### src/rtl/nco_ctrl_pkg.sv
// Shared state encoding and default sizes for the NCO sweep controller.
package nco_ctrl_pkg;

  localparam int unsigned DEF_PHW        = 32;
  localparam int unsigned DEF_CW         = 16;
  localparam int unsigned DEF_RST_CYCLES = 2;
  localparam int unsigned DEF_VALID_TMO  = 64;

  typedef enum logic [2:0] {
    StIdle,
    StPrime,
    StWaitv,
    StDwell,
    StDone
  } state_e;

endpackage

### src/rtl/nco_ctrl_cnt.sv
// Up-counter with synchronous clear-to-zero and a terminal-count compare.
module nco_ctrl_cnt #(
  parameter int unsigned W = 16
) (
  input  logic         i_clk,
  input  logic         i_rst,
  input  logic         i_clr,
  input  logic         i_en,
  input  logic [W-1:0] i_term,
  output logic         o_hit
);

  logic [W-1:0] r_cnt;

  always_ff @(posedge i_clk or posedge i_rst) begin
    if (i_rst) begin
      r_cnt <= '0;
    end else if (i_clr) begin
      r_cnt <= '0;
    end else if (i_en) begin
      r_cnt <= r_cnt + W'(1);
    end
  end

  assign o_hit = (r_cnt == i_term);

endmodule

### src/rtl/nco_sweep_ctrl.sv
// Stepped frequency sweep sequencer: primes the NCO, waits for out_valid, then dwells per point.
module nco_sweep_ctrl
  import nco_ctrl_pkg::*;
#(
  parameter int unsigned PHW        = DEF_PHW,
  parameter int unsigned CW         = DEF_CW,
  parameter int unsigned RST_CYCLES = DEF_RST_CYCLES,
  parameter int unsigned VALID_TMO  = DEF_VALID_TMO
) (
  input  logic           i_clk,
  input  logic           i_rst,
  input  logic           i_start,
  input  logic           i_abort,
  input  logic           i_cfg_loop,
  input  logic [PHW-1:0] i_cfg_start_inc,
  input  logic [PHW-1:0] i_cfg_step_inc,
  input  logic [CW-1:0]  i_cfg_num_pts,
  input  logic [CW-1:0]  i_cfg_dwell,
  input  logic           i_nco_out_valid,
  output logic [PHW-1:0] o_phi_inc,
  output logic           o_nco_clken,
  output logic           o_nco_reset_n,
  output logic           o_busy,
  output logic           o_step_strobe,
  output logic [CW-1:0]  o_pt_idx,
  output logic           o_done,
  output logic           o_err_tmo
);

  localparam logic [CW-1:0] PrimeLast = CW'(RST_CYCLES - 1);
  localparam logic [CW-1:0] TmoLast   = CW'(VALID_TMO - 1);

  state_e         r_state;
  logic [PHW-1:0] r_start_inc;
  logic [PHW-1:0] r_step_inc;
  logic [PHW-1:0] r_phi_inc;
  logic [CW-1:0]  r_num_last;
  logic [CW-1:0]  r_dwell_last;
  logic [CW-1:0]  r_pt_idx;
  logic           r_loop;
  logic           r_clken;
  logic           r_nco_rst_n;
  logic           r_busy;
  logic           r_strobe;
  logic           r_done;
  logic           r_err;

  logic [CW-1:0]  w_tc_term;
  logic           w_tc_clr;
  logic           w_tc_hit;
  logic           w_dc_clr;
  logic           w_dc_hit;
  logic           w_last_pt;

  // One counter times both the NCO reset pulse and the out_valid timeout.
  always_comb begin
    w_tc_term = (r_state == StPrime) ? PrimeLast : TmoLast;
    w_tc_clr  = ((r_state != StPrime) && (r_state != StWaitv)) ||
                ((r_state == StPrime) && w_tc_hit);
    w_dc_clr  = (r_state != StDwell) || w_dc_hit;
    w_last_pt = (r_pt_idx == r_num_last);
  end

  nco_ctrl_cnt #(
    .W(CW)
  ) u_tmo_cnt (
    .i_clk  (i_clk),
    .i_rst  (i_rst),
    .i_clr  (w_tc_clr),
    .i_en   (1'b1),
    .i_term (w_tc_term),
    .o_hit  (w_tc_hit)
  );

  nco_ctrl_cnt #(
    .W(CW)
  ) u_dwell_cnt (
    .i_clk  (i_clk),
    .i_rst  (i_rst),
    .i_clr  (w_dc_clr),
    .i_en   (1'b1),
    .i_term (r_dwell_last),
    .o_hit  (w_dc_hit)
  );

  always_ff @(posedge i_clk or posedge i_rst) begin
    if (i_rst) begin
      r_state      <= StIdle;
      r_start_inc  <= '0;
      r_step_inc   <= '0;
      r_phi_inc    <= '0;
      r_num_last   <= '0;
      r_dwell_last <= '0;
      r_pt_idx     <= '0;
      r_loop       <= 1'b0;
      r_clken      <= 1'b0;
      r_nco_rst_n  <= 1'b0;
      r_busy       <= 1'b0;
      r_strobe     <= 1'b0;
      r_done       <= 1'b0;
      r_err        <= 1'b0;
    end else begin
      r_strobe <= 1'b0;
      r_done   <= 1'b0;
      unique case (r_state)
        StIdle: begin
          r_nco_rst_n <= 1'b1;
          r_clken     <= 1'b0;
          r_busy      <= 1'b0;
          if (i_start) begin
            // Zero-valued count fields behave as one.
            r_start_inc  <= i_cfg_start_inc;
            r_step_inc   <= i_cfg_step_inc;
            r_num_last   <= (i_cfg_num_pts == '0) ? '0 : i_cfg_num_pts - CW'(1);
            r_dwell_last <= (i_cfg_dwell == '0) ? '0 : i_cfg_dwell - CW'(1);
            r_loop       <= i_cfg_loop;
            r_phi_inc    <= i_cfg_start_inc;
            r_pt_idx     <= '0;
            r_err        <= 1'b0;
            r_nco_rst_n  <= 1'b0;
            r_clken      <= 1'b1;
            r_busy       <= 1'b1;
            r_state      <= StPrime;
          end
        end
        StPrime: begin
          if (i_abort) begin
            r_nco_rst_n <= 1'b1;
            r_clken     <= 1'b0;
            r_done      <= 1'b1;
            r_state     <= StDone;
          end else if (w_tc_hit) begin
            r_nco_rst_n <= 1'b1;
            r_state     <= StWaitv;
          end
        end
        StWaitv: begin
          if (i_abort) begin
            r_clken <= 1'b0;
            r_done  <= 1'b1;
            r_state <= StDone;
          end else if (i_nco_out_valid) begin
            r_state <= StDwell;
          end else if (w_tc_hit) begin
            r_err   <= 1'b1;
            r_clken <= 1'b0;
            r_done  <= 1'b1;
            r_state <= StDone;
          end
        end
        StDwell: begin
          if (i_abort) begin
            r_clken <= 1'b0;
            r_done  <= 1'b1;
            r_state <= StDone;
          end else if (w_dc_hit) begin
            if (!w_last_pt) begin
              r_phi_inc <= r_phi_inc + r_step_inc;
              r_pt_idx  <= r_pt_idx + CW'(1);
              r_strobe  <= 1'b1;
            end else if (r_loop) begin
              // Wrap without re-priming so the NCO phase stays continuous.
              r_phi_inc <= r_start_inc;
              r_pt_idx  <= '0;
              r_strobe  <= 1'b1;
            end else begin
              r_clken <= 1'b0;
              r_done  <= 1'b1;
              r_state <= StDone;
            end
          end
        end
        StDone: begin
          r_busy  <= 1'b0;
          r_state <= StIdle;
        end
        default: r_state <= StIdle;
      endcase
    end
  end

  assign o_phi_inc     = r_phi_inc;
  assign o_nco_clken   = r_clken;
  assign o_nco_reset_n = r_nco_rst_n;
  assign o_busy        = r_busy;
  assign o_step_strobe = r_strobe;
  assign o_pt_idx      = r_pt_idx;
  assign o_done        = r_done;
  assign o_err_tmo     = r_err;

endmodule

### config.mk
export PLATFORM = sky130hd
export DESIGN_NAME = nco_sweep_ctrl
export DESIGN_NICKNAME = d
export VERILOG_FILES = /design/src/rtl/nco_ctrl_pkg.sv /design/src/rtl/nco_ctrl_cnt.sv /design/src/rtl/nco_sweep_ctrl.sv
export SDC_FILE = /design/constraint.sdc
export NUM_CORES = 1
export LEC_CHECK = 0
export CELL_PAD_IN_SITES_DETAIL_PLACEMENT = 0
export CELL_PAD_IN_SITES_GLOBAL_PLACEMENT = 1
export CORE_UTILIZATION = 41
export DETAILED_ROUTE_END_ITERATION = 12
export PLACE_DENSITY_LB_ADDON = 0.1
export SKIP_CTS_REPAIR_TIMING = 1
export SYNTH_ARGS = -nofsm -noshare
export SYNTH_HDL_FRONTEND = slang
export SYNTH_SLANG_ARGS = --single-unit
export TNS_END_PERCENT = 5
### constraint.sdc
create_clock -name i_clk -period 7.2 [get_ports i_clk]
set_clock_uncertainty 0.05 [all_clocks]
set_input_delay 0.72 -clock i_clk [delete_from_list [all_inputs] [get_ports i_clk]]
set_output_delay 0.72 -clock i_clk [all_outputs]
set_load 0.02 [all_outputs]
==> results.toml, run 1 <==
[critical_path]
critical_path_arrival_ps = 3330
worstPathMaxFanout = 14
path_class = "primary input to flop"
end_kind = "flop"
cp.required_ps = 7430
start_kind = "primary input"

[route]
first_iter_violations = 517
wl_per_cell_um = 16.3
drt_pass1_iterations = 5
routed_wl_um = 27900
vias_per_cell = 5.24
ant_nets = 0
drc = 0
via_count = 8958

[placed_design]
place_ws_ps = 3620
gp_congestion = 0.885
portBuffers = 155
hpwl_um = 19900
placedCellCount = 1677

[flow_run]
max_cap_violations = 0

[hold_path]
hp-class = "flop to flop"

[floorplan]
dieWidth_um = 163
fp.dieH_um = 163
rows = 58
ios = 156
dieArea_um2 = 26400
initial_core_util_pct = 41.9
core_area_um2 = 25300

[logic_synthesis]
synthSimpleGateAreaFrac_pct = 23.3
synth_flop_cell = "dfrtp_1"
async_flop_share_pct = 100
synth.largest_area_cell = "dfrtp_1"
synthMuxAreaShare_pct = 0.982
synth_cells = 1236
ys_types = 74
synth_compound_area_share_pct = 15.6
synth_edf_count = 0
synth-adder-area-share_pct = 4.45
synthesis.nets = 1375
syn_area_per_cell_um2 = 8.56
ys_ff_latch = 186
ys_warn_count = 0
synthXorXnorAreaFrac_pct = 8.78
synth_top_family_by_area = "simple AND/OR/NAND/NOR gates"
synth.top_cell.area_share_pct = 44.0
synth-seq-area-share_pct = 44.0
netlist_area_um2 = 10600
synthTopCellsByArea = "dfrtp_1 (44%), nand2_1 (11%), o21ai_0 (4.5%), xnor2_1 (4.4%), xor2_1 (4.4%)"

[clock_tree]
cts_tree = "done"
clockBufferDepth = 2
cts_buffers = 17
root_buffer = "clkbuf_16"
clkLatencyLatePin_ps = 440
cts_sinks = 186
path_clk_slew_ps = 80
cts-htree-levels = 4

[timing]
setup_ws_ps = 4090
finalSetupTns_ps = 0
fmax_mhz = 322
fin_crit_ps = 3110
worst_slew_pin_slew_ps = 993
rsz0062_at_grt = "no"
final.hold.worst_slack_ps = 428
report.final.slew_viol_count = 0
post-route-period-util_pct = 43.2
finalSetupViolations = 0
max_slew_margin_pct = 33.1
hold_viol = 0

[grt]
grt_usage_pct = 22.2
grt_first_pass_wirelength_um = 46500
overflow = 0
grt_start_max_net_pins = 84
antenna_found_initial = 0
grt_pass1_vias = 8983

[power]
power_leakage_nw = 5.90
p_per_area_nw_per_um2 = 417
peakVddDrop_mv = 0.181

[layout]
drive_gt1_share_pct = 4.28
antenna_cells = 0
finalCoreUtilization_pct = 51.6
final_cells = 1709
area_growth_pct = 23.2
layout.nets = 1505
num-fill-cells = 2438

[status]
status = "finished clean"
layout make-up:
type | count | area, um^2 | share of cell area [%]
Timing Repair Buffer | 161 | 1600 | 12.3
Sequential cell | 186 | 4650 | 35.7
Clock buffer | 18 | 439 | 3.37
Inverter | 21 | 86.3 | 0.663
Tap cell | 330 | 413 | 3.17
Clock inverter | 14 | 201 | 1.55
Multi-Input combinational cell | 979 | 5640 | 43.3
worst paths after layout:
path	start	slack, ps	depth (start not counted)	end
min	r_start_inc[2]	430	2	r_start_inc[2]
min in group asynchronous	i_rst	710	2	u_tmo_cnt.r_cnt[6]
min reg2reg	r_start_inc[2]	430	2	r_start_inc[2]
max reg2reg	o_phi_inc[0]	4130	10	o_phi_inc[30]
max in group asynchronous	i_rst	5210	3	r_step_inc[0]
max	i_cfg_num_pts[0]	4090	8	r_num_last[4]
cell usage in the layout (no fill, tap or decap), types with 9 or more instances in the layout:
master | netlist | layout
and3_1 | 14 | 13
nor2_1 | 99 | 98
a21o_1 | 24 | 24
ha_1 | 36 | 36
nand2_1 | 314 | 314
a211oi_1 | 10 | 10
nor4_1 | 10 | 10
nand4_1 | 13 | 13
o21ai_1 | 12 | 12
a21oi_1 | 63 | 63
xnor2_1 | 53 | 53
clkbuf_16 | 0 | 17
xor2_1 | 53 | 53
clkdlybuf4s50_1 | 0 | 155
nor3_1 | 16 | 16
dfrtp_1 | 186 | 186
nand2b_1 | 9 | 9
or3_1 | 22 | 22
nand3_1 | 31 | 30
inv_1 | 20 | 19
o21ai_0 | 95 | 95
flip-flops by register name (all words and copies together), names as in the netlist, 3 cells and up:
signal / flops
o_phi_inc: 32
o_pt_idx: 16
r_dwell_last: 16
r_num_last: 16
r_start_inc: 32
r_state: 3
r_step_inc: 32
u_dwell_cnt.r_cnt: 16
u_tmo_cnt.r_cnt: 16
power by group:
part	leakage [nW]	total [mW]	switching (mW)	internal, mW
clock	0.308	1.03	0.454	0.573
combinational	3.22	2.68	1.56	1.12
sequential	2.37	1.73	0.306	1.42
total	5.90	5.43	2.32	3.12
cells by family after synthesis:
logic type,after synthesis
adders and majority gates,37
AOI/OAI and AO/OA,266
buffers and inverters,71
xor gates and xnor gates,106
DFF,186
and+or+nand+nor,560
muxes,10
Yosys cell counts (all sizes together), types with 22 or more instances:
library cell	instances
or3	22
xor2	53
ha	36
nor2	101
clkbuf	33
nand2	315
dfrtp	186
o21ai	108
nand3	31
xnor2	53
a21o	24
a21oi	63
worst max-delay path, stage by stage:
cell and delay, ps:
clkdlybuf4s50_1 440, inv_1 70, ha_1 170, nand2_1 80
or3_1 370, or3_1 420, o41ai_2 820, o21ai_0 240
per-layer routing:
layer	part of all wire, %	up-vias	global-route usage (%)
li1	-	4523	-
met4	1.3	0	5.86
met5	0	-	0
met1	49	4269	31.1
met2	46	144	36.1
met3	3.4	22	2.95
stage by stage:
stage               power [mW]  area, um^2
finish                    5.43       13000
global route              5.90       13000
CTS                       5.48       13000
detailed placement        4.43       12400
global placement          4.41       12400
floorplan                 3.63       10600
No activity file was read; power rests on OpenSTA's default activity.
==> inputs of run 2 (changes only) <==
CORE_UTILIZATION = 37   (was 41)
clock period = 2.55 ns   (was 7.2 ns; I/O delays follow)
==> results.toml, run 2 (same netlist as run 1, synthesis figures left out) <==
[status]
status = "finished with violations"
violations = "setup timing"

[placed_design]
placedCellCount = 1833
hpwl_um = 22400
dpl_cell_area_um2 = 13400
portBuffers = 155
gp_congestion = 0.879

[floorplan]
dieWidth_um = 171
fp.dieH_um = 171
ios = 156
rows = 61
initial_core_util_pct = 37.9
core_area_um2 = 27900
dieArea_um2 = 29300

[route]
wl_per_cell_um = 16.1
drt_pass1_iterations = 5
vias_per_cell = 5.08
first_iter_violations = 602
wl_met3_um = 1260
routed-wl-met2_um = 13900
met1_length_um = 14400
drc = 0
routed_wl_um = 30100
top_layer_used = "met4"
via_count = 9498
ant_nets = 0

[timing]
setup_ws_ps = -122
fmax_mhz = 374
rsz0062_at_grt = "yes"
finalSetupViolations = 9
post-route-period-util_pct = 105
fin_crit_ps = 2670
report.final.slew_viol_count = 0
final.hold.worst_slack_ps = 119
worst_slew_pin_slew_ps = 493
max_slew_margin_pct = 66.8
hold_viol = 0

[critical_path]
path_cells = "ha_4, fa_2, a211oi_4, buf_4, nor2_1, o21a_1, o41a_1, xor2_1, nand2_1, a311oi_1, a21o_1"
path_class = "flop to flop"
cp.required_ps = 2880
crit_path_max_incr_delay_ps = 410
critical_path_arrival_ps = 3010
start_kind = "flop"
cp_slowest_cell = "dfrtp_1"
end_kind = "flop"
worstPathMaxFanout = 2

[layout]
mostFrequentLayoutCell = "nand2_1"
final_cells = 1871
finalCoreUtilization_pct = 50.9
multiInputGateArea_um2 = 5830
fin_area_um2 = 14200
num-fill-cells = 2704
final-seq-area_um2 = 4660
area_growth_pct = 34.5
drive_gt1_share_pct = 13.5
final_cell_mix = "nand2_1 (313), dfrtp_1 (185), clkdlybuf4s50_1 (155), buf_4 (109), nor2_1 (98)"
layout.nets = 1618

[clock_tree]
root_buffer = "clkbuf_16"
clockBufferDepth = 2
clkLatencyLatePin_ps = 430
cts_sinks = 186
cts_buffers = 17
cts-htree-levels = 4
path_clk_slew_ps = 80
cts_tree = "done"

[grt]
antenna_found_initial = 1
grt_pass1_vias = 9395
grt_usage_pct = 21.1
grt_start_max_net_pins = 45
grt_first_pass_wirelength_um = 48800
overflow = 0

[power]
power_leakage_nw = 6.50
peakVddDrop_mv = 0.494
p_per_area_nw_per_um2 = 1180

[flow_run]
max_cap_violations = 0

[hold_path]
hp-class = "primary input to asynchronous set/reset pin"
## run 2: cell count changes in the layout (fill, tap and decap cells not counted), sizes merged
cell    change
inv         -1
clkinv      +4
bufinv      -2
buf       +113
diode       +1
clkbuf      -1
## run 2: through the flow
step / worst slack, ps / setup TNS [ps] / total power, mW
after global placement: -156 / -1170 / 13.4
after detailed placement: -263 / -2500 / 13.5
after global routing: -223 / -2620 / 18.1
after CTS: -299 / -2980 / 16.4
final: -122 / -280 / 16.8
after floorplan: -148 / -27820 / 10.3
## run 2: area by class of cell
class,count,share of cell area [%]
multi-input combinational,979,41.0
tap,378,3.32
timing repair buffer,274,18.0
sequential,186,32.7
clock buffer,17,2.99
antenna,1,0.0176
inverter,21,0.580
clock inverter,15,1.36
## run 2: path summary, 6_finish.rpt
| kind | slack, ps | endpoint | from | depth (start not counted) |
|---|---|---|---|---|
| worst max-delay path | -120 | o_phi_inc[8] | r_step_inc[0] | 11 |
| worst min-delay path | 120 | r_step_inc[9] | i_rst | 2 |
| worst max register to register | -120 | o_phi_inc[8] | r_step_inc[0] | 11 |
| worst min register to register | 430 | r_start_inc[2] | r_start_inc[2] | 2 |
| max in group asynchronous | 1500 | u_tmo_cnt.r_cnt[11] | i_rst | 4 |
| min in group i_clk | 290 | r_step_inc[10] | i_cfg_step_inc[10] | 3 |
## run 2: power breakdown
group / leakage (nW) / switching [mW] / internal, mW / total, mW
Combinational: 3.83 / 4.99 / 4.14 / 9.14
Clock: 0.299 / 1.37 / 1.43 / 2.80
Sequential: 2.37 / 0.817 / 4.02 / 4.84
## run 2: critical path: cells and delay by family (launching register included)
kind / cells / cell delay (ps)
and+or+nand+nor: 2 / 120
adders and majority gates: 2 / 560
AOI/OAI and AO/OA: 5 / 1200
buffers and inverters: 1 / 140
xor gates and xnor gates: 1 / 150
DFF: 1 / 410
## run 2: routing by layer
layer / vias to the layer above / track usage (%)
met5: - / 0
met4: 0 / 4.77
met3: 29 / 3.12
met2: 201 / 34.6
met1: 4528 / 29.2
li1: 4740 / -
